File: src/rtl/uart_rx_cfg.sv
// uart_rx_cfg: UART receiver with configurable data width, parity and stop bits,
// a two-flop input synchroniser, start-glitch rejection, and parity/framing/break flags.
module uart_rx_cfg #(
    parameter int CLKS_PER_BIT = 217,
    parameter int DATA_BITS    = 8,
    parameter int PARITY       = 0,
    parameter int STOP_BITS    = 1
) (
    input  logic                 i_Clock,
    input  logic                 i_Rst_L,
    input  logic                 i_RX_Serial,
    output logic                 o_DV,
    output logic [DATA_BITS-1:0] o_RX_Data,
    output logic                 o_Parity_Err,
    output logic                 o_Frame_Err,
    output logic                 o_Break,
    output logic                 o_Busy
);
    localparam int CW = $clog2(CLKS_PER_BIT);
    localparam logic [CW-1:0] MID  = CW'((CLKS_PER_BIT - 1) / 2);
    localparam logic [CW-1:0] LAST = CW'(CLKS_PER_BIT - 1);

    typedef enum logic [2:0] {S_IDLE, S_START, S_DATA, S_PAR, S_STOP, S_BRK} state_t;

    state_t               state;
    logic                 rx_meta, rx_sync;
    logic [CW-1:0]        cnt;
    logic [3:0]           bit_idx;
    logic [DATA_BITS-1:0] sh;
    logic                 par_bit, fe_acc, stop_idx;
    logic                 fe_now, par_err_now, brk_now, last_stop;

    // Preset to idle-high so reset release never looks like a start bit.
    always_ff @(posedge i_Clock or negedge i_Rst_L) begin
        if (!i_Rst_L) begin
            rx_meta <= 1'b1;
            rx_sync <= 1'b1;
        end else begin
            rx_meta <= i_RX_Serial;
            rx_sync <= rx_meta;
        end
    end

    // Earlier stop samples only count once the second stop bit is being taken.
    assign last_stop   = stop_idx == 1'(STOP_BITS - 1);
    assign fe_now      = ~rx_sync | (stop_idx & fe_acc);
    assign par_err_now = (PARITY != 0) & ((^{sh, par_bit}) ^ (PARITY == 1));
    assign brk_now     = (sh == '0) & ~par_bit & fe_now;
    assign o_Busy      = state != S_IDLE;

    always_ff @(posedge i_Clock or negedge i_Rst_L) begin
        if (!i_Rst_L) begin
            state        <= S_IDLE;
            cnt          <= '0;
            bit_idx      <= '0;
            sh           <= '0;
            par_bit      <= 1'b0;
            fe_acc       <= 1'b0;
            stop_idx     <= 1'b0;
            o_DV         <= 1'b0;
            o_RX_Data    <= '0;
            o_Parity_Err <= 1'b0;
            o_Frame_Err  <= 1'b0;
            o_Break      <= 1'b0;
        end else begin
            o_DV <= 1'b0;
            case (state)
                S_IDLE: begin
                    cnt      <= '0;
                    bit_idx  <= '0;
                    stop_idx <= 1'b0;
                    par_bit  <= 1'b0;
                    if (!rx_sync) state <= S_START;
                end
                S_START: begin
                    if (cnt == MID) begin
                        cnt   <= '0;
                        state <= rx_sync ? S_IDLE : S_DATA;
                    end else cnt <= cnt + 1'b1;
                end
                S_DATA: begin
                    if (cnt == LAST) begin
                        cnt     <= '0;
                        sh      <= {rx_sync, sh[DATA_BITS-1:1]};
                        bit_idx <= bit_idx + 1'b1;
                        if (bit_idx == 4'(DATA_BITS - 1)) state <= (PARITY != 0) ? S_PAR : S_STOP;
                    end else cnt <= cnt + 1'b1;
                end
                S_PAR: begin
                    if (cnt == LAST) begin
                        cnt     <= '0;
                        par_bit <= rx_sync;
                        state   <= S_STOP;
                    end else cnt <= cnt + 1'b1;
                end
                S_STOP: begin
                    if (cnt == LAST) begin
                        cnt      <= '0;
                        fe_acc   <= ~rx_sync;
                        stop_idx <= 1'b1;
                        if (last_stop) begin
                            o_DV         <= 1'b1;
                            o_RX_Data    <= sh;
                            o_Parity_Err <= par_err_now;
                            o_Frame_Err  <= fe_now;
                            o_Break      <= brk_now;
                            state        <= brk_now ? S_BRK : S_IDLE;
                        end
                    end else cnt <= cnt + 1'b1;
                end
                S_BRK: if (rx_sync) state <= S_IDLE;
                default: state <= S_IDLE;
            endcase
        end
    end
endmodule

File: config.mk
export PLATFORM = sky130hd
export DESIGN_NAME = uart_rx_cfg
export DESIGN_NICKNAME = d
export VERILOG_FILES = /design/src/rtl/uart_rx_cfg.sv
export SDC_FILE = /design/constraint.sdc
export NUM_CORES = 1
export LEC_CHECK = 0
export ABC_AREA = 0
export CORE_ASPECT_RATIO = 0.7
export CORE_MARGIN = 2
export CORE_UTILIZATION = 51
export CTS_BUF_LIST = sky130_fd_sc_hd__clkbuf_2
export DETAILED_ROUTE_END_ITERATION = 10
export PLACE_DENSITY_LB_ADDON = 0.25
export SYNTH_ARGS = -nofsm -noshare
export SYNTH_HDL_FRONTEND = slang
export SYNTH_SLANG_ARGS = --single-unit
File: constraint.sdc
create_clock -name i_Clock -period 2.6 [get_ports i_Clock]
set_input_delay 0.52 -clock i_Clock [delete_from_list [all_inputs] [get_ports i_Clock]]
set_output_delay 0.52 -clock i_Clock [all_outputs]
set_load 0.005 [all_outputs]
**Yosys cells after proc, flatten, opt, wreduce, memory -nomap -nowiden**

Cells that the tools add are included.

- Add/subtract/negate cells: 2
- Equal/unequal tests: 16
- Multiplexer cells: 23
- Bitwise operators: 7
- Reduce and logical (&&, ||, !) cells: 15

Operator list:

| operator | count |
|---|---|
| 3-bit two-way mux | 9 |
| 8-bit case mux with 3 select lines | 1 |
| 3-bit case mux with 6 select lines | 1 |
| 8-bit two-way mux | 2 |
| 2-bit inequality test (second input constant) | 8 |
| 2-bit AND reduction | 5 |
| 8-bit by 1-bit adder with 8-bit output (second input constant) | 1 |
| 8-bit by 7-bit == test with 1-bit output (second input constant) | 1 |
| 8-bit == test (second input constant) | 1 |
| 8-bit logical NOT | 1 |
| 4-bit case mux with 2 select lines | 1 |
| 8-bit AND reduction | 1 |
| 3-bit by 2-bit == test with 1-bit output (second input constant) | 2 |
| 3-bit == test (second input constant) | 2 |
| 2-bit nonzero test | 3 |
| 3-bit nonzero test | 2 |
| 1-bit two-way mux | 5 |
| 4-bit by 1-bit adder with 4-bit output (second input constant) | 1 |
| 4-bit by 3-bit == test with 1-bit output (second input constant) | 1 |
| 4-bit two-way mux | 1 |
| 1-bit case mux with 2 select lines | 2 |
| 1-bit bitwise AND | 3 |
| 3-bit by 1-bit == test with 1-bit output (second input constant) | 1 |
| 3-bit logical NOT | 1 |
| other kinds (5) | 7 |

- Flip-flop bits (word level): 39
- Output and inout port bits: 13
- Word-level logic and storage cells: 76

**Longest topological paths before layout**

- Word-level depth: 7
- Depth in mapped cells: 9

**Worst setup path before layout**

OpenSTA, ideal clock, no wires.

- Path type: register -> register
- Start: register cnt[0]
- End: register o_RX_Data[0]
- Library setup time: 125 ps
- Arrival time: 1,798 ps
- Setup slack: 677 ps
- Stages on the path, launching flop included: 9
- Period minus slack after synthesis: 1,923 ps
- Cell sequence: dfrtp_1 > inv_1 > ha_1 > and3_1 > nand2_2 > or3_1 > buf_2 > buf_6 > mux2_4

- Cells in the longest elaborated chain, start to end: 2

RTL lines:

| element | RTL line | text |
|---|---|---|
| start, declared | 27 | `logic [CW-1:0] cnt;` |
| start signal, assigned | 79 | `end else cnt <= cnt + 1'b1;` |
| start signal, assigned | 87 | `end else cnt <= cnt + 1'b1;` |
| start signal, assigned | 94 | `end else cnt <= cnt + 1'b1;` |
| 8-bit == test | 97 | `if (cnt == LAST) begin` |
| 3-bit AND reduction (no line) | -- |  |
| end signal, assigned | 103 | `o_RX_Data <= sh;` |
| end, declared | 13 | `output logic [DATA_BITS-1:0] o_RX_Data,` |

No other way between the ends.
A chain may end at the register's enable or synchronous reset.

**Final worst setup path**

- Start: register state[1]
- End: output port o_Busy

- Cells in the longest elaborated chain, start to end: 1

RTL lines:

| element | RTL line | text |
|---|---|---|
| start, declared | 25 | `state_t state;` |
| start signal, assigned | 78 | `state <= rx_sync ? S_IDLE : S_DATA;` |
| start signal, assigned | 86 | `if (bit_idx == 4'(DATA_BITS - 1)) state <= (PARITY != 0) ? S_PAR : S_STOP;` |
| start signal, assigned | 107 | `state <= brk_now ? S_BRK : S_IDLE;` |
| 3-bit nonzero test | 49 | `assign o_Busy = state != S_IDLE;` |
| end, declared | 17 | `output logic o_Busy` |

No other way between the ends.

==> flow_summary.toml <==
[layout]
area_growth_pct = 10.56
layout-drive-gt1-share_pct = 18.13
final_cell_count_no_fill = 232
final_nets = 187
nFillCells = 309
regArea_sq_um = 978.4
diodes = 0
multiInputGateArea_sq_um = 810.8

[global_route]
grt_pass1_wl_microns = 5761
grt_start_max_net_pins = 40
grt_overflow = 0
grt_pass1_vias = 1266
antenna_found_initial = 0
grt.total_usage_pct = 18.41

[floorplan]
ios = 16
die-width_microns = 76.19
core_sq_um = 3513
initial_core_util_pct = 52.96
rows = 18
die-area_sq_um = 4155
die_h_microns = 54.54

[worst_setup_path]
rrSetupSlack_ps = 440
worstReg2RegEnd = "o_RX_Data[3]$_DFFE_PN0P_"
r2r_start = "cnt[0]$_DFFE_PN0P_"
cp_data_arrival_time_ps = 1860
cp_max_fo = 16
reg2reg_depth = 6
worstSetupPathType = "reg2out"
start_kind = "flop"
worstSetupEndpointType = "primary output"
required_ps = 2080

[timing]
hold_viol = 0
finalCritPeriodShare_pct = 91.62
finalClockSkew_ps = 18.01
rsz0062_at_grt = "no"
final-max-slew-violation-count = 0
setup_viol = 0
finalCriticalPeriod_ps = 2382
max_freq_mhz = 419.8
finalSetupTns_ps = 0
worst_slew_pin_slew_ps = 835.1
relSlewSlack_pct = 44.33

[cts]
cts_buffer_depth = 2
clk_pin_slew_ps = 170
root_buffer = "clkbuf_2"
hold_buffers = 0
cts_tree = "yes"
numClockSinks = 39
cts_resized = 0
insertion_delay_ps = 380
cts_buffers = 5
h-tree-depth = 2
postCtsSetupRepairBufs = 0

[route]
drc_errors = 0
ant_nets = 0
drt_iter0_drc = 75
postRouteWirelength_microns = 3392
avgRoutedWirePerCell_microns = 14.62
route.vias.total = 1291
first_pass_iters = 4
vias_per_cell = 5.565

[synth]
yosysWarnings = 0
synth-async-reset-ratio_pct = 100.0
synthDistinctLibCells = 45
synthMostInstantiatedCell = "dfrtp_1"
synth_cells = 168
synth_seq_cells = 39
synth_area_leaders = "dfrtp_1 (50%), mux2_2 (6.7%), mux2_4 (4.0%), dfstp_2 (2.8%), o21ai_0 (2.4%)"
yosysSeqAreaShare_pct = 52.59
ys_top_cells_by_count = "dfrtp_1 (37), nor2_1 (12), mux2_2 (11), nand2_1 (11), o21ai_0 (9)"
synth-edff-count = 0
syn_area_sq_um = 1861
synth_top_area_cell = "dfrtp_1"
netlist.area_leader.share_pct = 49.76
avgSynthCellArea_sq_um = 11.07
syn_nets = 174
synth_flop_cell = "dfrtp_1"

[status]
outcome = "finished, final reports clean"

[power]
total_power_uw = 884.4
power.density_nw_per_um2 = 430.0
cellLeakagePower_uw = 0.0009873
max-vdd-ir-drop_v = 0.0002887

[place]
gp_congestion = 0.8031
dpl.cell_count = 224
dp.final_hpwl_microns = 2381
port_buffers = 14

[flow_run]
maxCapViolations = 0

[min_path]
min_path_type = "in2async"
-- routing by layer --
metal  part of all wire, %  up-vias  wire length, microns  global-route usage, %
li1                      -      627                     -                      -
met1                    49      625                  1675                  23.65
met2                    44       32                  1509                  30.06
met3                   4.6        7                   155                  4.950
met4                   1.5        0                    51                  8.788
met5                     0        -                     0                      0
-- worst max-delay path by stage --
stage	from	to	slack (ps)	cells past startpoint
finish	state[1]$_DFFE_PN0P_	o_Busy	220	3
global route	state[1]$_DFFE_PN0P_	o_Busy	30	3
CTS	state[1]$_DFFE_PN0P_	o_Busy	200	3
detailed placement	cnt[0]$_DFFE_PN0P_	state[1]$_DFFE_PN0P_	220	7
global placement	cnt[0]$_DFFE_PN0P_	state[1]$_DFFE_PN0P_	370	7
floorplan	cnt[0]$_DFFE_PN0P_	o_RX_Data[0]$_DFFE_PN0P_	680	8
-- report_power, final --
part / internal [uW] / switching, uW
Clock: 73.4 / 182
Sequential: 610 / 2.17
Combinational: 3.41 / 13.8
-- cell type report --
class                      count  share of cell area (%)
timing repair buffer          14                   6.569
inverter                       8                   1.460
multi-input combinational    113                   39.42
clock buffer                   7                   1.703
sequential                    39                   47.57
tap                           50                   3.041
clock inverter                 1                  0.2433
-- state kept, by name, indices dropped and copies added (netlist names) --
| signal | flops |
|---|---|
| rx_sync | 1 |
| o_Break | 1 |
| rx_meta | 1 |
| sh | 8 |
| o_DV | 1 |
| state | 3 |
| o_Frame_Err | 1 |
| bit_idx | 4 |
| o_RX_Data | 8 |
| fe_acc | 1 |
| cnt | 8 |
| stop_idx | 1 |
| par_bit | 1 |
-- through the flow --
step / util [%] / cell area (sq um) / setup slack (ps) / hold slack (ps)
finish: 58.55 / 2057 / 217.9 / 202.5
global route: 58.55 / 2057 / 27.21 / 229.8
CTS: 58.44 / 2053 / 196.6 / 219.9
detailed placement: 57.30 / 2013 / 219.0 / 348.1
global placement: 57.30 / 2013 / 371.6 / 346.5
floorplan: - / 1861 / 677.3 / 224.4
-- worst max-delay path, cell delays in order, from the launching register on --
cell and delay (ps):
dfrtp_1 570, nor3_1 370, inv_1 100, clkdlybuf4s50_1 450
-- cell usage in the layout, fill, tap and decap left out, types with 4 or more instances in the layout --
cell type,Yosys,final
dfrtp_1,37,37
clkdlybuf4s50_1,0,13
nand2_1,11,11
mux2_4,5,5
nor2_1,12,12
a21o_1,5,5
mux2_2,11,11
inv_1,8,8
nor3_1,4,4
o21ai_0,9,9
a21oi_1,7,6
clkbuf_2,0,7
-- logic make-up after synthesis --
group | after synthesis | synth area share [%]
other | 1 | 0.2016
muxes | 20 | 13.05
and+or+nand+nor | 53 | 15.33
adders and majority gates | 3 | 2.018
AOI/OAI and AO/OA | 35 | 12.31
buffers and inverters | 16 | 4.035
DFF | 39 | 52.59
xor gates and xnor gates | 1 | 0.4708
Power figures use the tool's default switching activity.
